$ cat src/rtl/sdar_core.sv
// sdar_core: AXI4-Stream stage that replaces the first UDP payload word of matching IPv4/UDP packets
// with its integer square root; AXI-Lite exposes signature, match port and packet counters.

module sdar_sqrt (
  input  logic        cf_clk,
  input  logic        rst_n,
  input  logic        start_en,
  input  logic [31:0] input_r,
  output logic        cf_done,
  output logic [31:0] cf_return_value
);
  localparam int unsigned ITERS = 16;

  logic [31:0] r_rad;
  logic [17:0] r_rem;
  logic [15:0] r_root;
  logic [4:0]  r_cnt;
  logic [19:0] w_rem_sh;
  logic [19:0] w_trial;
  logic [19:0] w_rem_nxt;
  logic [15:0] w_root_nxt;
  logic        w_unused;

  // One restoring step: bring down two radicand bits, try subtracting 4*root+1.
  always_comb begin
    w_rem_sh   = {r_rem, r_rad[31:30]};
    w_trial    = {2'b00, r_root, 2'b01};
    w_rem_nxt  = w_rem_sh;
    w_root_nxt = {r_root[14:0], 1'b0};
    if (w_rem_sh >= w_trial) begin
      w_rem_nxt  = w_rem_sh - w_trial;
      w_root_nxt = {r_root[14:0], 1'b1};
    end
  end

  // Remainder never exceeds 2*root, so the top two bits of the step result are always zero.
  assign w_unused = ^w_rem_nxt[19:18];

  always_ff @(posedge cf_clk or negedge rst_n) begin
    if (!rst_n) begin
      r_rad           <= '0;
      r_rem           <= '0;
      r_root          <= '0;
      r_cnt           <= '0;
      cf_done         <= 1'b0;
      cf_return_value <= '0;
    end else begin
      cf_done <= 1'b0;
      if (start_en) begin
        r_rad  <= input_r;
        r_rem  <= '0;
        r_root <= '0;
        r_cnt  <= 5'(ITERS);
      end else if (r_cnt != 5'd0) begin
        r_rad  <= {r_rad[29:0], 2'b00};
        r_rem  <= w_rem_nxt[17:0];
        r_root <= w_root_nxt;
        r_cnt  <= r_cnt - 5'd1;
        if (r_cnt == 5'd1) begin
          cf_done         <= 1'b1;
          cf_return_value <= {16'h0000, w_root_nxt};
        end
      end
    end
  end
endmodule

module sdar_core #(
  parameter int unsigned C_S_AXIS_DATA_WIDTH  = 256,
  parameter int unsigned C_M_AXIS_DATA_WIDTH  = 256,
  parameter int unsigned C_S_AXIS_TUSER_WIDTH = 128,
  parameter int unsigned C_M_AXIS_TUSER_WIDTH = 128,
  parameter int unsigned C_S_AXI_ADDR_WIDTH   = 12,
  parameter int unsigned C_S_AXI_DATA_WIDTH   = 32,
  parameter logic [15:0] UDP_PORT_DEFAULT     = 16'd10000
) (
  input  logic                                axis_aclk,
  input  logic                                axis_resetn,
  input  logic [C_S_AXIS_DATA_WIDTH-1:0]      s_axis_tdata,
  input  logic [C_S_AXIS_DATA_WIDTH/8-1:0]    s_axis_tkeep,
  input  logic [C_S_AXIS_TUSER_WIDTH-1:0]     s_axis_tuser,
  input  logic                                s_axis_tvalid,
  input  logic                                s_axis_tlast,
  output logic                                s_axis_tready,
  output logic [C_M_AXIS_DATA_WIDTH-1:0]      m_axis_tdata,
  output logic [C_M_AXIS_DATA_WIDTH/8-1:0]    m_axis_tkeep,
  output logic [C_M_AXIS_TUSER_WIDTH-1:0]     m_axis_tuser,
  output logic                                m_axis_tvalid,
  output logic                                m_axis_tlast,
  input  logic                                m_axis_tready,
  input  logic                                S_AXI_ACLK,
  input  logic                                S_AXI_ARESETN,
  input  logic [C_S_AXI_ADDR_WIDTH-1:0]       S_AXI_AWADDR,
  input  logic                                S_AXI_AWVALID,
  output logic                                S_AXI_AWREADY,
  input  logic [C_S_AXI_DATA_WIDTH-1:0]       S_AXI_WDATA,
  input  logic [C_S_AXI_DATA_WIDTH/8-1:0]     S_AXI_WSTRB,
  input  logic                                S_AXI_WVALID,
  output logic                                S_AXI_WREADY,
  input  logic                                S_AXI_BREADY,
  output logic [1:0]                          S_AXI_BRESP,
  output logic                                S_AXI_BVALID,
  input  logic [C_S_AXI_ADDR_WIDTH-1:0]       S_AXI_ARADDR,
  input  logic                                S_AXI_ARVALID,
  output logic                                S_AXI_ARREADY,
  input  logic                                S_AXI_RREADY,
  output logic [C_S_AXI_DATA_WIDTH-1:0]       S_AXI_RDATA,
  output logic [1:0]                          S_AXI_RRESP,
  output logic                                S_AXI_RVALID
);
  localparam logic [31:0] SIGNATURE = 32'h53444152;

  typedef enum logic [1:0] {ST_HDR0, ST_HDR1, ST_BODY, ST_WAIT} state_t;

  state_t        r_state;
  state_t        w_state_nxt;
  logic          r_hdr_ok;
  logic [15:0]   r_port;
  logic [31:0]   r_match_cnt;
  logic [31:0]   r_total_cnt;
  logic [255:0]  r_hold_data;
  logic [31:0]   r_hold_keep;
  logic [127:0]  r_hold_user;
  logic          r_hold_last;
  logic          r_res_rdy;

  logic          w_out_free;
  logic          w_in_fire;
  logic          w_hdr_ok;
  logic          w_match;
  logic [15:0]   w_dport;
  logic          w_hdr_cap;
  logic          w_fwd;
  logic          w_take;
  logic          w_emit;
  logic          w_aw_fire;
  logic          w_ar_fire;
  logic [31:0]   w_rdata;
  logic          w_unused;

  logic          cf_clk;
  logic          user_value_valid;
  logic [31:0]   user_value;
  logic          start_en;
  logic [31:0]   input_r;
  logic          cf_done;
  logic [31:0]   cf_return_value;
  logic          return_value_valid;
  logic [31:0]   return_value;

  assign cf_clk   = axis_aclk;
  assign start_en = user_value_valid;
  assign input_r  = user_value;

  assign w_out_free    = !m_axis_tvalid | m_axis_tready;
  assign s_axis_tready = w_out_free & (r_state != ST_WAIT);
  assign w_in_fire     = s_axis_tvalid & s_axis_tready;

  // Ethertype 0x0800, IPv4 with IHL 5, protocol UDP; port compared in network byte order.
  assign w_hdr_ok = (s_axis_tdata[111:96] == 16'h0008) && (s_axis_tdata[119:112] == 8'h45) &&
                    (s_axis_tdata[191:184] == 8'd17);
  assign w_dport  = {s_axis_tdata[39:32], s_axis_tdata[47:40]};
  assign w_match  = r_hdr_ok && (w_dport == r_port) && (s_axis_tkeep[13:10] == 4'hF);

  assign w_unused = ^{S_AXI_ACLK, S_AXI_ARESETN, S_AXI_AWADDR[1:0], S_AXI_ARADDR[1:0],
                      S_AXI_WDATA[31:16], S_AXI_WSTRB[3:2]};

  always_ff @(posedge axis_aclk or negedge axis_resetn) begin
    if (!axis_resetn) r_state <= ST_HDR0;
    else              r_state <= w_state_nxt;
  end

  always_comb begin
    w_state_nxt = r_state;
    w_hdr_cap   = 1'b0;
    w_fwd       = 1'b0;
    w_take      = 1'b0;
    w_emit      = 1'b0;
    case (r_state)
      ST_HDR0: if (w_in_fire) begin
        w_hdr_cap   = 1'b1;
        w_fwd       = 1'b1;
        w_state_nxt = s_axis_tlast ? ST_HDR0 : ST_HDR1;
      end
      ST_HDR1: if (w_in_fire) begin
        if (w_match) begin
          w_take      = 1'b1;
          w_state_nxt = ST_WAIT;
        end else begin
          w_fwd       = 1'b1;
          w_state_nxt = s_axis_tlast ? ST_HDR0 : ST_BODY;
        end
      end
      ST_BODY: if (w_in_fire) begin
        w_fwd = 1'b1;
        if (s_axis_tlast) w_state_nxt = ST_HDR0;
      end
      ST_WAIT: if (r_res_rdy && w_out_free) begin
        w_emit      = 1'b1;
        w_state_nxt = r_hold_last ? ST_HDR0 : ST_BODY;
      end
      default: w_state_nxt = ST_HDR0;
    endcase
  end

  sdar_sqrt u_sqrt (
    .cf_clk          (cf_clk),
    .rst_n           (axis_resetn),
    .start_en        (start_en),
    .input_r         (input_r),
    .cf_done         (cf_done),
    .cf_return_value (cf_return_value)
  );

  // Output register stage, held beat and compute hand-off.
  always_ff @(posedge axis_aclk or negedge axis_resetn) begin
    if (!axis_resetn) begin
      m_axis_tvalid      <= 1'b0;
      m_axis_tdata       <= '0;
      m_axis_tkeep       <= '0;
      m_axis_tuser       <= '0;
      m_axis_tlast       <= 1'b0;
      r_hdr_ok           <= 1'b0;
      r_hold_data        <= '0;
      r_hold_keep        <= '0;
      r_hold_user        <= '0;
      r_hold_last        <= 1'b0;
      r_res_rdy          <= 1'b0;
      user_value_valid   <= 1'b0;
      user_value         <= '0;
      return_value_valid <= 1'b0;
      return_value       <= '0;
      r_match_cnt        <= '0;
      r_total_cnt        <= '0;
    end else begin
      user_value_valid   <= 1'b0;
      return_value_valid <= cf_done;
      if (cf_done) return_value <= cf_return_value;
      if (m_axis_tvalid && m_axis_tready) begin
        m_axis_tvalid <= 1'b0;
        if (m_axis_tlast) r_total_cnt <= r_total_cnt + 32'd1;
      end
      if (w_hdr_cap) r_hdr_ok <= w_hdr_ok;
      if (w_fwd) begin
        m_axis_tvalid <= 1'b1;
        m_axis_tdata  <= s_axis_tdata;
        m_axis_tkeep  <= s_axis_tkeep;
        m_axis_tuser  <= s_axis_tuser;
        m_axis_tlast  <= s_axis_tlast;
      end else if (w_emit) begin
        m_axis_tvalid <= 1'b1;
        m_axis_tdata  <= r_hold_data;
        m_axis_tkeep  <= r_hold_keep;
        m_axis_tuser  <= r_hold_user;
        m_axis_tlast  <= r_hold_last;
      end
      if (w_take) begin
        r_hold_data      <= s_axis_tdata;
        r_hold_keep      <= s_axis_tkeep;
        r_hold_user      <= s_axis_tuser;
        r_hold_last      <= s_axis_tlast;
        r_res_rdy        <= 1'b0;
        user_value_valid <= 1'b1;
        user_value       <= {s_axis_tdata[87:80], s_axis_tdata[95:88],
                             s_axis_tdata[103:96], s_axis_tdata[111:104]};
        r_match_cnt      <= r_match_cnt + 32'd1;
      end
      // Result goes back big-endian into payload bytes 42-45; UDP checksum cleared.
      if (return_value_valid) begin
        r_hold_data[111:80] <= {return_value[7:0], return_value[15:8],
                                return_value[23:16], return_value[31:24]};
        r_hold_data[79:64]  <= 16'h0000;
        r_res_rdy           <= 1'b1;
      end
      if (w_emit) r_res_rdy <= 1'b0;
    end
  end

  assign w_aw_fire   = S_AXI_AWREADY & S_AXI_AWVALID & S_AXI_WVALID;
  assign w_ar_fire   = S_AXI_ARREADY & S_AXI_ARVALID;
  assign S_AXI_BRESP = 2'b00;
  assign S_AXI_RRESP = 2'b00;

  always_comb begin
    w_rdata = '0;
    case (S_AXI_ARADDR[11:2])
      10'h000: w_rdata = SIGNATURE;
      10'h001: w_rdata = {16'h0000, r_port};
      10'h002: w_rdata = r_match_cnt;
      10'h003: w_rdata = r_total_cnt;
      default: w_rdata = '0;
    endcase
  end

  // AXI-Lite slave: AW and W accepted in the same cycle, one outstanding transaction per direction.
  always_ff @(posedge axis_aclk or negedge axis_resetn) begin
    if (!axis_resetn) begin
      S_AXI_AWREADY <= 1'b0;
      S_AXI_WREADY  <= 1'b0;
      S_AXI_BVALID  <= 1'b0;
      S_AXI_ARREADY <= 1'b0;
      S_AXI_RVALID  <= 1'b0;
      S_AXI_RDATA   <= '0;
      r_port        <= UDP_PORT_DEFAULT;
    end else begin
      S_AXI_AWREADY <= !S_AXI_AWREADY & S_AXI_AWVALID & S_AXI_WVALID & !S_AXI_BVALID;
      S_AXI_WREADY  <= !S_AXI_AWREADY & S_AXI_AWVALID & S_AXI_WVALID & !S_AXI_BVALID;
      if (w_aw_fire) begin
        S_AXI_BVALID <= 1'b1;
        if (S_AXI_AWADDR[11:2] == 10'h001) begin
          if (S_AXI_WSTRB[0]) r_port[7:0]  <= S_AXI_WDATA[7:0];
          if (S_AXI_WSTRB[1]) r_port[15:8] <= S_AXI_WDATA[15:8];
        end
      end else if (S_AXI_BREADY) begin
        S_AXI_BVALID <= 1'b0;
      end
      S_AXI_ARREADY <= !S_AXI_ARREADY & S_AXI_ARVALID & !S_AXI_RVALID;
      if (w_ar_fire) begin
        S_AXI_RVALID <= 1'b1;
        S_AXI_RDATA  <= w_rdata;
      end else if (S_AXI_RREADY) begin
        S_AXI_RVALID <= 1'b0;
      end
    end
  end
endmodule

$ cat config.mk
export PLATFORM = sky130hd
export DESIGN_NAME = sdar_core
export DESIGN_NICKNAME = d
export VERILOG_FILES = /design/src/rtl/sdar_core.sv
export SDC_FILE = /design/constraint.sdc
export NUM_CORES = 2
export LEC_CHECK = 0
export BUFFER_PORTS_ARGS = -buffer_cell sky130_fd_sc_hd__buf_2
export CAP_MARGIN = 20
export CELL_PAD_IN_SITES_DETAIL_PLACEMENT = 0
export CELL_PAD_IN_SITES_GLOBAL_PLACEMENT = 1
export CORE_AREA = 2 2 371 373
export CTS_BUF_LIST = sky130_fd_sc_hd__clkbuf_16
export DETAILED_ROUTE_END_ITERATION = 7
export DIE_AREA = 0 0 373 375
export PLACE_DENSITY_LB_ADDON = 0.1
export SYNTH_ARGS = -nofsm -noshare
export SYNTH_HDL_FRONTEND = slang
export SYNTH_SLANG_ARGS = --single-unit
$ cat constraint.sdc
create_clock -name axis_aclk -period 2.9 [get_ports axis_aclk]
set_clock_uncertainty 0.05 [all_clocks]
set_input_delay 0.29 -clock axis_aclk [delete_from_list [all_inputs] [get_ports axis_aclk]]
set_output_delay 0.29 -clock axis_aclk [all_outputs]
set_load 0.01 [all_outputs]
# Word level (Yosys, flattened, before mapping)
# Index checks and enable logic that the tools add are counted.
dict set report totals {
  ff_bits 1093
  ram_bits 0
  in_bits 488
  mem_bits_ro 0
  word_cells 150
  latchBits 0
  n_memories 0
  out_inout_bits 460
}
dict set report op_classes {
  div 0
  reduce_logical 27
  muxes 55
  add_sub_neg 4
  n_shift 0
  eq_ne 19
  bitwise_logic 12
  multipliers 0
  magnitude_cmp 1
}
# cell n
set ops {}
lappend ops {{$mux W256} 2}
lappend ops {{$mux W128} 2}
lappend ops {{$mux W32} 4}
lappend ops {{$pmux W32 S4} 1}
lappend ops {{$mux W112} 1}
lappend ops {{$add A32 B1 Y32 const B} 2}
lappend ops {{$mux W18} 3}
lappend ops {{$mux W48} 1}
lappend ops {{$mux W16} 2}
lappend ops {{$mux W1} 27}
lappend ops {{$eq A10 B1 Y1 const B} 2}
lappend ops {{$eq A10 B2 Y1 const B} 2}
lappend ops {{$ge A20 B18 Y1} 1}
lappend ops {{$sub A18 B18 Y18} 1}
lappend ops {{$eq A16 B16 Y1} 1}
lappend ops {{$eq A16 B4 Y1 const B} 1}
lappend ops {{$mux W2} 8}
lappend ops {{$ne A2 B2 Y1 const B} 6}
lappend ops {{$and A1 B1 Y1} 10}
lappend ops {{$logic_not A10 Y1} 1}
lappend ops {{$mux W5} 2}
lappend ops {{$reduce_bool A2 Y1} 5}
lappend ops {{$reduce_and A3 Y1} 3}
lappend ops {{$eq A8 B5 Y1 const B} 1}
lappend ops {{18 further kinds} 29}

# Depth between registers and ports, before layout
dict set report logic_depth {
  ltp_word 9
  ltp_mapped 12
  mapped_depth_nobuf 9
}

# Modules after synthesis
# From an unflattened synthesis, not the netlist that was laid out.
dict set report hier_totals {
  hier_cells 4058
  hier_area_um2 49117.1
}
# mod cells_per_inst instances area_each_um2 seq_area_each_um2
set by_module_without_submodules {}
lappend by_module_without_submodules {sdar_core 3519 1 44252.4 25555.8}
lappend by_module_without_submodules {sdar_sqrt 539 1 4864.7 2202.1}

# Worst setup path before layout
# Ideal clock, no wire load.
dict set report synth_path {
  path_kind {register -> register}
  startpoint {register u_sqrt.r_root[11]}
  endpoint {register u_sqrt.r_rem[5]}
  stages_incl_launch_ff 12
  arrival_ns 2.306
  path_buffers 2
  path_slack_ns 0.433
  required_ns 2.739
  period_less_slack_ns 2.467
  path_cell_list {dfrtp_1 -> inv_1 -> ha_1 -> buf_6 -> a21oi_4 -> o21ai_2 -> o21bai_1 -> a21boi_2 -> a2111oi_2 -> buf_6 -> nor3_1 -> a2111oi_2}
}
dict set report synth_via {
  elab_chain_cells 4
}
# item line_no
set synth_rtl {}
lappend synth_rtl {{start: declaration} 16} ;# logic [15:0] r_root;
lappend synth_rtl {{start signal: assignment} 57} ;# r_root <= w_root_nxt;
lappend synth_rtl {{$ge A20 B18 Y1} 30} ;# if (w_rem_sh >= w_trial) begin
lappend synth_rtl {{$mux W18} 30}
lappend synth_rtl {{$mux W18} 54} ;# end else if (r_cnt != 5'd0) begin
lappend synth_rtl {{$mux W18} 49} ;# if (start_en) begin
lappend synth_rtl {{end signal: assignment} 56} ;# r_rem <= w_rem_nxt[17:0];
lappend synth_rtl {{end: declaration} 15} ;# logic [17:0] r_rem;
# No other way between the ends. The select of a mux whose other input is x is not followed.
# A chain may end at the register's enable or synchronous reset.

# Worst setup path after layout
dict set report layout_path {
  startpoint {register u_sqrt.r_root[4]}
  endpoint {register u_sqrt.r_rem[15]}
}
dict set report layout_via {
  elab_chain_cells 4
  elab_cells_between_ends 5
  cone_classes {add/sub: 1; order compare: 1; mux: 3}
}
# item line_no
set layout_rtl {}
lappend layout_rtl {{$sub A18 B18 Y18 / $ge A20 B18 Y1 (equally long branches)} {31, 30}}
lappend layout_rtl {{$mux W18 (*)} 30}
lappend layout_rtl {{$mux W18 (*)} 54}
lappend layout_rtl {{$mux W18 (*)} 49}
# Mark *: on every way between the ends. The rest lies on a longest branch, timed or not. The select of a mux whose other input is x is not followed.

==> summary.log <==
[yosys] number of warnings reported in the yosys synthesis log 0
[yosys] area fraction in compound gates after synthesis 9.495%
[clocking] cell at the root of the clock tree sky130_fd_sc_hd__clkbuf_16
[power_and_ir_drop] total leakage power 31.74 nW
[routing] detailed-route via count 40760
[clocking] maximum level of the CTS H-tree 4
[global_route] global router's overall resource usage 24.16%
[critical_path] worst-case register-to-register setup slack 110 ps
[power_and_ir_drop] internal power 28.66 mW
[global_route] via count of the first global-routing pass 40600
[sta] number of setup violations in the final report 0
[place] area post-placement 54190 sq um
[yosys] mux contribution to synthesized area 2.387%
[yosys] simple logic cell fraction of the synthesized area 23.35%
[yosys] count leader, synth sky130_fd_sc_hd__nand2_1
[power_and_ir_drop] power density of the placed cells 656.3 nW/um^2
[yosys] Post-synth EDFFs 0
[critical_path] Crit. End Element register
[hold_path] worst hold path startpoint S_AXI_ARADDR[3]
[clocking] CTS tree yes
[clocking] clock slew at reported path FFs 60 ps
[yosys] number of cells produced by synthesis 5101
[floorplan] Ports 948
[critical_path] critical path required time 3470 ps
[floorplan] Initial Utilization 34.03%
[sta] number of pins exceeding their max-slew limit in the final report 0
[global_route] initial antenna violation count 31
[yosys] post-synth top area share 58.70%
[global_route] first-pass GRT wire length 260900 microns
[yosys] commonest cells in the synthesized netlist sky130_fd_sc_hd__nand2_1 (2267), sky130_fd_sc_hd__dfrtp_1 (1088), sky130_fd_sc_hd__nor2_1 (292)
[yosys] synthesized-area fraction occupied by adder cells 0.6204%
[floorplan] Total Die Area 139900 sq um
[finish] Area Overhead vs Synth 34.89%
[yosys] Post-Synth XOR/XNOR Area 1.737%
[finish] storage element area 27360 sq um
[yosys] commonest register cell after synthesis sky130_fd_sc_hd__dfrtp_1
[critical_path] critical path fanouts, max 8
[finish] area of combinational cells with multiple inputs 17530 sq um
[yosys] post-synth cell types 69
[hold_path] Hold Crit Depth 5
[critical_path] startpoint-to-endpoint class of the critical path reg2reg
[routing] post-route antenna net violation count 0
[sta] max frequency 357.9 MHz
[critical_path] Reg-to-Reg Start u_sqrt.r_root[4]
[sta] worst slew margin relative to its limit 45.74%
[clocking] number of sinks on the clock net 1093
[routing] detailed-router iteration count before antenna repair 5
[clocking] clock latency of the later-clocked register in the worst-skew pair 750 ps
[finish] post-route cell area 62570 sq um
[status] outcome finished, final reports clean
[floorplan] total number of placement rows 136
[sta] setup_tns 0 ps
[global_route] gr ovfl total 0
[power_and_ir_drop] Comb pwr share 19.2%
[power_and_ir_drop] Switching Share 30.22%
[yosys] cell area after synthesis 46390 sq um
[hold_path] worst min-delay path category in2reg
[critical_path] Crit path arrival time 3370 ps
[floorplan] area of the placeable core 136300 sq um
[power_and_ir_drop] maximum vdd drop 0.0004083 V
[critical_path] Register-to-Register Path Depth 10
[routing] DR WL/cell 20.40 microns
[floorplan] horizontal die dimension 373 microns
[place] IO Port Bufs 919
[floorplan] Chip Height 375 microns
[sta] period utilisation layout 96.34%
[global_route] maximum number of pins on one net before global-route repair 81
[job] number of max-cap violations 0
[critical_path] capturing point of the worst reg2reg path u_sqrt.r_rem[15]
[yosys] number of synthesized register bits 1093
[sta] slew at the pin closest to its max-slew limit 802.6 ps
[finish] ratio of cells with drive above 1 in the final layout 20.66%
[clocking] number of clock buffers inserted by TritonCTS 132
[critical_path] crit start category register
[finish] final net count 6952
[power_and_ir_drop] switching power 12.41 mW
[routing] starting DRC count in detailed routing 2755
[yosys] async set or reset register ratio after synthesis 100.0%
[routing] number of DRC violations after detailed routing 0
[hold_path] Worst Hold End S_AXI_RDATA[25]
[sta] final hold viol count 0
[yosys] top post-synthesis cells by area sky130_fd_sc_hd__dfrtp_1 (59%), sky130_fd_sc_hd__nand2_1 (18%), sky130_fd_sc_hd__a31oi_1 (3.5%), sky130_fd_sc_hd__a22oi_1 (3.0%), sky130_fd_sc_hd__nor2_1 (2.4%)
[power_and_ir_drop] part of the total power dissipated in the clock network 37.1%
[routing] total detailed-routing wirelength 170400 microns
[yosys] main combinational cell family by area after synthesis simple AND/OR/NAND/NOR gates
[clocking] number of buffers between clock root and the deepest sink 3
[place] final RePlAce weighted congestion 0.8192
[sta] shortest period the worst path allows 2794 ps
[place] placed wire-length estimate 119000 microns
[sta] setup repair after global routing missed its margin false
[yosys] sequential-to-total area share from yosys stat 58.98%
[routing] ratio of routed vias to standard cells 4.880
[finish] number of fillers in the final layout 13470
[yosys] mean area per synthesized cell 9.093 sq um
[power_and_ir_drop] register share of total power 43.6%
[yosys] post-synthesis cell type with the largest combined area sky130_fd_sc_hd__dfrtp_1
-- worst max-delay path: stages, from the launching register on --
cell and delay (ps):
sky130_fd_sc_hd__dfrtp_1 390, sky130_fd_sc_hd__inv_1 120, sky130_fd_sc_hd__ha_1 260, sky130_fd_sc_hd__buf_4 170, sky130_fd_sc_hd__a211o_1 290, sky130_fd_sc_hd__a21oi_1 160, sky130_fd_sc_hd__o21ai_1 150, sky130_fd_sc_hd__a2111oi_0 540
sky130_fd_sc_hd__a21oi_1 150, sky130_fd_sc_hd__xnor2_1 170, sky130_fd_sc_hd__o41ai_1 220
-- layout by cell type, fill, tap and decap left out, types with 7 or more instances in the layout --
master,count
sky130_fd_sc_hd__buf_4,99
sky130_fd_sc_hd__mux2_2,45
sky130_fd_sc_hd__o21ai_1,8
sky130_fd_sc_hd__nand2b_1,12
sky130_fd_sc_hd__nor4_1,10
sky130_fd_sc_hd__xnor2_1,67
sky130_fd_sc_hd__mux2i_1,60
sky130_fd_sc_hd__nand3_1,25
sky130_fd_sc_hd__nor4_2,8
sky130_fd_sc_hd__nor3_1,17
sky130_fd_sc_hd__dlygate4sd3_1,442
sky130_fd_sc_hd__xor2_1,25
sky130_fd_sc_hd__clkinv_2,17
sky130_fd_sc_hd__nand4_1,38
sky130_fd_sc_hd__a211oi_1,11
sky130_fd_sc_hd__inv_1,59
sky130_fd_sc_hd__dfrtp_1,1086
sky130_fd_sc_hd__a31oi_1,260
sky130_fd_sc_hd__buf_12,81
sky130_fd_sc_hd__and3_1,18
sky130_fd_sc_hd__clkinv_1,35
sky130_fd_sc_hd__clkbuf_16,136
sky130_fd_sc_hd__o31ai_1,10
sky130_fd_sc_hd__nand2_1,2266
sky130_fd_sc_hd__nor2_1,292
sky130_fd_sc_hd__o21ai_0,101
sky130_fd_sc_hd__and2_1,7
sky130_fd_sc_hd__and4_1,7
sky130_fd_sc_hd__diode_2,19
sky130_fd_sc_hd__ha_1,23
sky130_fd_sc_hd__a21oi_1,68
sky130_fd_sc_hd__a22oi_1,183
sky130_fd_sc_hd__buf_2,918
-- routing by layer --
metal / vias to the layer above / part of all wire [%] / track usage (%)
met5: - / 0.078 / 0
met4: 22 / 2.8 / 7.164
met3: 262 / 6.0 / 5.641
met2: 1122 / 48 / 40.29
met1: 19920 / 43 / 31.20
li1: 19430 / - / -
-- worst max-delay path by stage --
stage | from | slack (ps) | depth (start not counted) | endpoint
2_1_floorplan | u_sqrt.r_root[11] | 430 | 11 | u_sqrt.r_rem[5]
4_1_cts | u_sqrt.r_root[14] | 60 | 11 | u_sqrt.r_rem[13]
3_5_place_dp | u_sqrt.r_root[14] | 70 | 11 | u_sqrt.r_rem[13]
6_report | u_sqrt.r_root[4] | 110 | 10 | u_sqrt.r_rem[15]
5_1_grt | u_sqrt.r_root[1] | 7 | 10 | u_sqrt.r_rem[14]
3_3_place_gp | u_sqrt.r_root[14] | 40 | 11 | u_sqrt.r_rem[13]
-- registers in the layout, summed over array words and instances, names as in the netlist, 18 cells and up --
name          cells
r_hold_data     256
u_sqrt.r_rem     18
u_sqrt.r_rad     32
m_axis_tkeep     32
r_match_cnt      32
r_hold_keep      32
r_hold_user     128
S_AXI_RDATA      32
m_axis_tuser    128
input_r          32
r_total_cnt      32
m_axis_tdata    256
-- power groups by stage --
| stage | clock network [mW] | registers (mW) | logic, mW |
|---|---|---|---|
| floorplan | 0 | 18.9 | 2.39 |
| global placement | 0 | 18.1 | 7.45 |
| detailed placement | 0 | 18.2 | 7.46 |
| CTS | 15.7 | 17.9 | 8.03 |
| global route | 16.3 | 18.1 | 8.64 |
| finish | 15.3 | 17.9 | 7.89 |
-- metrics by stage --
stage / power, mW / hold WS (ps) / setup slack (ps) / util, % / instances
global route: 43.11 / 49.15 / 6.693 / 45.89 / 8344
detailed placement: 25.62 / 290.5 / 74.95 / 39.76 / 7658
CTS: 41.66 / 2.746 / 55.18 / 45.85 / 8332
finish: 41.06 / 64.84 / 106.0 / 45.91 / 8352
global placement: 25.58 / 296.4 / 36.59 / 39.76 / 7658
floorplan: 21.25 / -55.59 / 432.9 / - / 5104
-- final cells by class --
class	count	area share, %
sequential	1093	43.73
inverter	27	0.1620
tap	1794	3.587
clock inverter	96	0.7759
antenna	19	0.07599
timing repair buffer	1541	18.22
multi-input combinational	3646	28.02
clock buffer	136	5.439
-- cell families after synthesis --
kind of cell	count (synthesis)
AOI/OAI and AO/OA	681
DFF	1093
xor gates and xnor gates	92
other	1
adders and majority gates	23
muxes	105
and+or+nand+nor	2741
buffers and inverters	365
-- timing repair --
item,CTS,global route
gates resized for setup,0,3
hold endpoints to repair,991,0
endpoints found under the setup margin,0,17
hold buffers,442,0
buffers inserted,0,1
Note: power is estimated with default switching activity, not from simulation.
